[config.mk]
export PLATFORM = sky130hd
export DESIGN_NAME = instr_feeder
export DESIGN_NICKNAME = d
export VERILOG_FILES = /design/src/rtl/tpu_pkg.sv /design/src/rtl/sync_fifo.sv /design/src/rtl/instr_feeder.sv
export SDC_FILE = /design/constraint.sdc
export NUM_CORES = 2
export LEC_CHECK = 0
export ABC_CLOCK_PERIOD_IN_PS = 8300
export BUFFER_PORTS_ARGS = -buffer_cell sky130_fd_sc_hd__buf_2
export CAP_MARGIN = 5
export CORE_MARGIN = 3
export CORE_UTILIZATION = 62
export CTS_CLUSTER_DIAMETER = 80
export DETAILED_ROUTE_END_ITERATION = 16
export PLACE_DENSITY = 0.9
export SLEW_MARGIN = 20
export SYNTH_ARGS = -nofsm -noshare
export SYNTH_HDL_FRONTEND = slang
export SYNTH_SLANG_ARGS = --single-unit
export TNS_END_PERCENT = 20
[constraint.sdc]
create_clock -name clk -period 8.3 [get_ports clk]
set_input_delay 1.66 -clock clk [delete_from_list [all_inputs] [get_ports clk]]
set_output_delay 1.66 -clock clk [all_outputs]
set_load 0.02 [all_outputs]
[src/rtl/tpu_pkg.sv]
// tpu_pkg: shared instruction type, width and idle value
package tpu_pkg;
  localparam int INSTR_WIDTH = 80;
  typedef struct packed {
    logic [7:0]  opcode;
    logic [31:0] calc_length;
    logic [15:0] acc_addr;
    logic [23:0] buffer_addr;
  } instr_type;
  localparam instr_type INIT_INSTR = '0;
endpackage

[src/rtl/sync_fifo.sv]
// sync_fifo: show-ahead FIFO (clk, active-low sync rst, push/din in, pop in, dout/full/empty/count out)
module sync_fifo #(
  parameter int WIDTH = 80,
  parameter int DEPTH = 32,
  localparam int AW = $clog2(DEPTH),
  localparam int CW = $clog2(DEPTH + 1)
) (
  input  logic             clk,
  input  logic             rst,
  input  logic             push,
  input  logic             pop,
  input  logic [WIDTH-1:0] din,
  output logic [WIDTH-1:0] dout,
  output logic             full,
  output logic             empty,
  output logic [CW-1:0]    count
);
  logic [WIDTH-1:0] mem_q [DEPTH];
  logic [AW-1:0] wp_q, wp_d, rp_q, rp_d;
  logic [CW-1:0] cnt_q, cnt_d;
  logic do_push, do_pop;
  assign full  = cnt_q == CW'(DEPTH);
  assign empty = cnt_q == '0;
  assign count = cnt_q;
  assign dout  = mem_q[rp_q];
  always_comb begin
    do_push = push && !full;
    do_pop  = pop && !empty;
    wp_d    = do_push ? wp_q + 1'b1 : wp_q;
    rp_d    = do_pop ? rp_q + 1'b1 : rp_q;
    cnt_d   = cnt_q + CW'(do_push) - CW'(do_pop);
  end
  always_ff @(posedge clk) begin
    if (!rst) begin
      wp_q  <= '0;
      rp_q  <= '0;
      cnt_q <= '0;
    end else begin
      wp_q  <= wp_d;
      rp_q  <= rp_d;
      cnt_q <= cnt_d;
    end
  end
  always_ff @(posedge clk)
    if (rst && do_push) mem_q[wp_q] <= din;
endmodule

[src/rtl/instr_feeder.sv]
// instr_feeder: assembles 80-bit instrs from lower/middle/upper word strobes into a FIFO feeding instr/instr_enable under busy/enable, with full/empty/count/overflow status
module instr_feeder
  import tpu_pkg::*;
#(
  parameter int FIFO_DEPTH = 32,
  localparam int CW = $clog2(FIFO_DEPTH + 1)
) (
  input  logic            clk,
  input  logic            rst,
  input  logic [31:0]     lower_word,
  input  logic            lower_write_en,
  input  logic [31:0]     middle_word,
  input  logic            middle_write_en,
  input  logic [15:0]     upper_word,
  input  logic            upper_write_en,
  output logic            full,
  output logic            empty,
  output logic [CW-1:0]   count,
  output logic            overflow,
  output instr_type       instr,
  output logic            instr_enable,
  input  logic            busy,
  input  logic            enable
);
  logic [31:0] lower_q, lower_d, middle_q, middle_d;
  logic overflow_q, overflow_d, pop;
  logic [INSTR_WIDTH-1:0] head;
  always_comb begin
    lower_d    = lower_write_en ? lower_word : lower_q;
    middle_d   = middle_write_en ? middle_word : middle_q;
    overflow_d = overflow_q | (upper_write_en & full);
    pop        = !empty && enable && !busy;
  end
  always_ff @(posedge clk) begin
    if (!rst) begin
      lower_q    <= '0;
      middle_q   <= '0;
      overflow_q <= 1'b0;
    end else begin
      lower_q    <= lower_d;
      middle_q   <= middle_d;
      overflow_q <= overflow_d;
    end
  end
  sync_fifo #(.WIDTH(INSTR_WIDTH), .DEPTH(FIFO_DEPTH)) u_fifo (
    .clk(clk), .rst(rst), .push(upper_write_en), .pop(pop),
    .din({upper_word, middle_d, lower_d}), .dout(head),
    .full(full), .empty(empty), .count(count)
  );
  assign overflow     = overflow_q;
  assign instr_enable = !empty;
  assign instr        = empty ? INIT_INSTR : instr_type'(head);
endmodule

== Word level (Yosys, flattened, before mapping) ==
Memory sizes are Yosys's and may differ from the RTL's. A register that Yosys moved wholly into a read port is not among the register bits.
Index checks and enable logic that the tools add are counted.

* Add/subtract/negate cells: 4
* Equality and inequality tests: 1
* Mux-type cells: 7
* Bitwise logic cells: 2
* Reductions and logical operators: 9

{| class="wikitable"
|+ Operators by type and width
! kind !! number
|-
| 80-bit 2-to-1 mux || 1
|-
| 32-bit 2-to-1 mux || 2
|-
| 5-bit by 1-bit adder with 5-bit output (second input constant) || 2
|-
| 5-bit 2-to-1 mux || 2
|-
| 6-bit by 1-bit adder with 6-bit output || 1
|-
| 6-bit equality test (second input constant) || 1
|-
| 6-bit zero test || 1
|-
| 6-bit by 1-bit subtractor with 6-bit output || 1
|-
| 1-bit logical AND || 5
|-
| 1-bit zero test || 3
|-
| 1-bit 2-to-1 mux || 2
|-
| 1-bit AND || 1
|-
| 1-bit bitwise OR || 1
|}

* Register bits: 81
* Bits in writable memories: 2,560
* Input bits: 87
* Output and inout port bits: 90
* Logic and storage cells: 30
* Memories: 1

{| class="wikitable"
|+ Memory list
! name !! words !! width !! read ports !! clocked after Yosys merged registers in !! wr ports !! RTL line !! source
|-
| u_fifo.mem_q || 32 || 80 || 1 || 1 || 1 || sync_fifo.sv:18 || <nowiki>logic [WIDTH-1:0] mem_q [DEPTH];</nowiki>
|}

== Logic depth before layout (Yosys ltp) ==
* Depth after elaboration: 7
* Gate-level depth with buffers: 14
* Mapped depth without buffers: 13

== Hierarchy ==
Synthesis repeated with hierarchy kept, for this count alone.

* Cells, all modules: 4,802
* Area total of the unflattened synthesis: 100,949.3 µm²

{| class="wikitable"
|+ Modules (own cells, without submodules)
! module !! times used !! cells an instance !! area each (µm²)
|-
| sync_fifo || 1 || 4,501 || 97,564.8
|-
| instr_feeder || 1 || 301 || 3,384.5
|}

== Worst setup path before layout ==
No wires, ideal clock.

* Path type: input port to flip-flop
* From: input rst
* To: memory u_fifo.mem_q[23][0], enable pin
* Setup time: 519 ps
* Arrival time: 5,807 ps
* Slack: 1,973 ps
* Stages on the path: 4
* Path through: clkbuf_1 > clkbuf_1 > nand3_1 > nor2_1

* Word-level cells in the longest chain between the ends: 3

{| class="wikitable"
|+ Ends and longest elaborated chain
! element !! RTL line !! source
|-
| start, declared || instr_feeder.sv:9 || <nowiki>input logic rst,</nowiki>
|-
| 1-bit logical AND || sync_fifo.sv:45 || <nowiki>if (rst && do_push) mem_q[wp_q] <= din;</nowiki>
|-
| 1-bit 2-to-1 mux || sync_fifo.sv:45 ||
|-
| 1-bit 2-to-1 mux (implied by the code) || sync_fifo.sv:45 ||
|-
| end, declared || sync_fifo.sv:18 ||
|}

Every way passes these cells.

==> impl_metrics.csv <==
group,metric,value,unit
cts,cts_resized,0,
pwr,max-vdd-ir-drop,0.259,mV
synthesis,synthTopCellsByArea,"edfxtp_1 76%, mux4_2 14%, mux2i_1 3.2%",
floorplanning,die_area,168000,um^2
detailed_routing,avgViaCountPerCell,7.74,
layout,syn_to_final_growth,11.4,%
synthesis,post-synth-top-count-cell,"edfxtp_1",
critical_path,critical_path_peak_fanout,50,
synthesis,ys_types,48,
detailed_routing,totalWireLength,305,mm
layout,nets,4748,
cts,clk_pin_slew,0.08,ns
global_route,grt_overflow,0,
critical_path,arrival,4.73,ns
layout,fillers,8381,
synthesis,yosys_register_bits,2646,
critical_path,path_common_cell,"buf_4",
cts,clkSinkCount,2646,
critical_path,worst_ep_required_time,6.64,ns
detailed_routing,first_pass_iters,6,
synthesis,ys_async_sr_fraction,0,
global_route,antenna_found_initial,15,
critical_path,rr_startpoint,"u_fifo.count[3]$_SDFF_PN0_",
critical_path,crit_family,"buffers and inverters",
critical_path,path_cells,"buf_4 -> buf_4 -> mux4_2 -> mux2i_1 -> o221ai_1 -> buf_2",
floorplanning,core,161000,um^2
synthesis,syn_nets,4472,
critical_path,critical_path_buf_inv_count,3,
timing,fmax,157,MHz
detailed_routing,first_iter_violations,10400,
cts,cts.htree.levels,4,
detailed_routing,routedWlPerCell,43.4,um
detailed_routing,vias,54300,
worst_hold_path,whs_path_depth,2,
cts,clk_latency,0.90,ns
global_route,grt_pass1_wl,426,mm
global_route,grt_max_degree,180,
synthesis,ys_seq_area_frac,0.778,
placed_design,place_ws,3.08,ns
worst_hold_path,hp-start,"overflow$_SDFF_PN0_",
synthesis,synth_area,101000,um^2
floorplanning,chipHeight,410,um
placed_design,dp_hpwl,139,mm
global_route,grt_util_all_layers,0.366,
critical_path,reg2reg_to,"u_fifo.mem_q[22][38]$_DFFE_PP_",
timing,worstMarginPinSlew,1.28,ns
timing,report.final.slew_viol_count,0,
pwr,power_density,269,nW/um^2
timing,hold_viol,0,
timing,finalCriticalPeriod,6.39,ns
worst_hold_path,holdPathEnd,"overflow$_SDFF_PN0_",
flow_run,maxCapViolCount,0,
cts,cts.path.max_buffers,3,
floorplanning,rows,147,
synthesis,synth.top_cells.by_count,"2560 x edfxtp_1, 626 x mux4_2, 326 x mux2i_1",
critical_path,crit_path_start_kind,"flop",
global_route,grt_pass1_vias,54800,
synthesis,ys.flop_type,"edfxtp_1",
synthesis,netlist_instances,4370,
floorplanning,io-pin-count,177,
cts,cts_hold_buffers,0,
critical_path,r2r_slack,3.47,ns
worst_hold_path,hold_path_class,"flop to flop",
detailed_routing,ant_nets,0,
timing,finalSetupViolations,0,
floorplanning,die_w,410,um
placed_design,place_congestion,0.783,
cts,numCtsBuffers,233,
timing,fin_skew,0.0775,ns
critical_path,r2r_cells,7,
detailed_routing,drc_errors,0,
placed_design,placed_area,105000,um^2
critical_path,slowest_stage,"dfxtp_4",
critical_path,cp-end-kind,"output port",
run_status,outcome,"finished, final reports clean",
synthesis,yosys.area.top_type_share,0.761,
cts,cts_tree,"done",
timing,finalCritPeriodShare,0.770,
synthesis,syn_avg_cell_area,23.1,um^2
floorplanning,initial_core_util,0.626,
cts,postCtsSetupBuffers,0,
synthesis,synth_edf_count,2560,
critical_path,critPathKind,"flop to output port",
critical_path,slowest_delay,0.91,ns
synthesis,yosysTopAreaCell,"edfxtp_1",
placed_design,portBuffers,176,
pwr,p_leak,34.3,nW
timing,fin_ws,1.91,ns
layout,final_core_util,0.698,
layout,final_cell_area,113000,um^2
timing,rsz0062_at_grt,"no",
timing,slew_headroom,0.148,
layout,drive_above_1_share,0.281,
cts,root_buffer,"clkbuf_16",
timing,setup-tns-final,0,ns
synthesis,yosys_warnings,0,
cells by family (layout without fill, tap and decap cells):
family	after synthesis	in the layout	share of synthesized area
other	0	13	0
DFF	2646	2646	0.778
xor gates and xnor gates	10	10	0.000867
and+or+nand+nor	243	243	0.0136
muxes	1024	1024	0.180
buffers and inverters	251	728	0.0133
adders and majority gates	15	15	0.00193
AOI/OAI and AO/OA	181	181	0.0125
worst max-delay path by stage:
stage,end,depth (start not counted),slack (ns)
after global placement,instr[38],7,3.22
after detailed placement,u_fifo.mem_q[9][62]$_DFFE_PP_,5,3.08
after CTS,instr[38],7,2.10
final,instr[40],6,1.91
after floorplan,u_fifo.mem_q[23][0]$_DFFE_PP_,4,1.97
after global routing,instr[38],7,1.98
cell usage in the layout (no fill, tap or decap), types with 7 or more instances in the layout:
cell / n
edfxtp_1: 2560
mux4_2: 626
mux2i_1: 326
clkbuf_16: 234
buf_2: 175
o22ai_1: 115
dfxtp_1: 82
buf_4: 77
mux2_2: 72
and2_1: 69
or2_1: 50
clkbuf_1: 50
clkinv_2: 41
clkinv_1: 40
nor2_4: 32
bufinv_16: 25
o22a_1: 24
o221ai_1: 24
nor2_1: 23
clkbuf_8: 23
buf_12: 21
inv_1: 14
ha_1: 14
diode_2: 13
nand3_1: 12
nand2b_1: 8
nor4_1: 8
nor3_1: 8
nor2b_1: 7
xor2_1: 7
flip-flops by register name (all words and copies together), names as in the netlist, named ones only:
register and count:
u_fifo.rp_q 5, u_fifo.count 6, middle_q 32, lower_q 32, u_fifo.wp_q 5, u_fifo.mem_q 2560, overflow 1
worst min-delay path, delay by kind of cell (launching register included):
| kind | cells | cell delay (ns) |
|---|---|---|
| compound gates | 1 | 0.05 |
| flops | 1 | 0.32 |
| simple gates | 1 | 0.08 |
layout make-up:
cell class                 instances  area [um^2]  share of cell area
antenna                           13         32.5            0.000289
inverter                          16         60.1            0.000534
clock inverter                   129         1490              0.0132
multi-input combinational       1473        21300               0.190
sequential                      2646        78600               0.698
clock buffer                     307         6360              0.0565
tap                             2160         2700              0.0240
timing repair buffer             276         1940              0.0173
through the flow:
step,instances,power [mW],hold slack (ns)
floorplan,4370,17.8,0.485
global placement,6566,18.8,0.469
detailed placement,6566,18.9,0.470
CTS,7002,30.2,0.486
global route,7009,30.8,0.534
finish,7020,30.2,0.479
per-layer routing:
| layer | track usage | routed length, um |
|---|---|---|
| met1 | 0.452 | 90000 |
| met2 | 0.563 | 144000 |
| met3 | 0.0989 | 42000 |
| met4 | 0.271 | 28900 |
| met5 | 0.00690 | 217 |
report_power, final:
group	total [mW]	internal, mW	switching (mW)	leakage [nW]
clock	11.3	6.20	5.14	3.83
combinational	3.91	1.51	2.41	6.54
sequential	15.0	14.9	0.114	23.9
total	30.2	22.6	7.66	34.3
No activity file was read; power rests on OpenSTA's default activity.
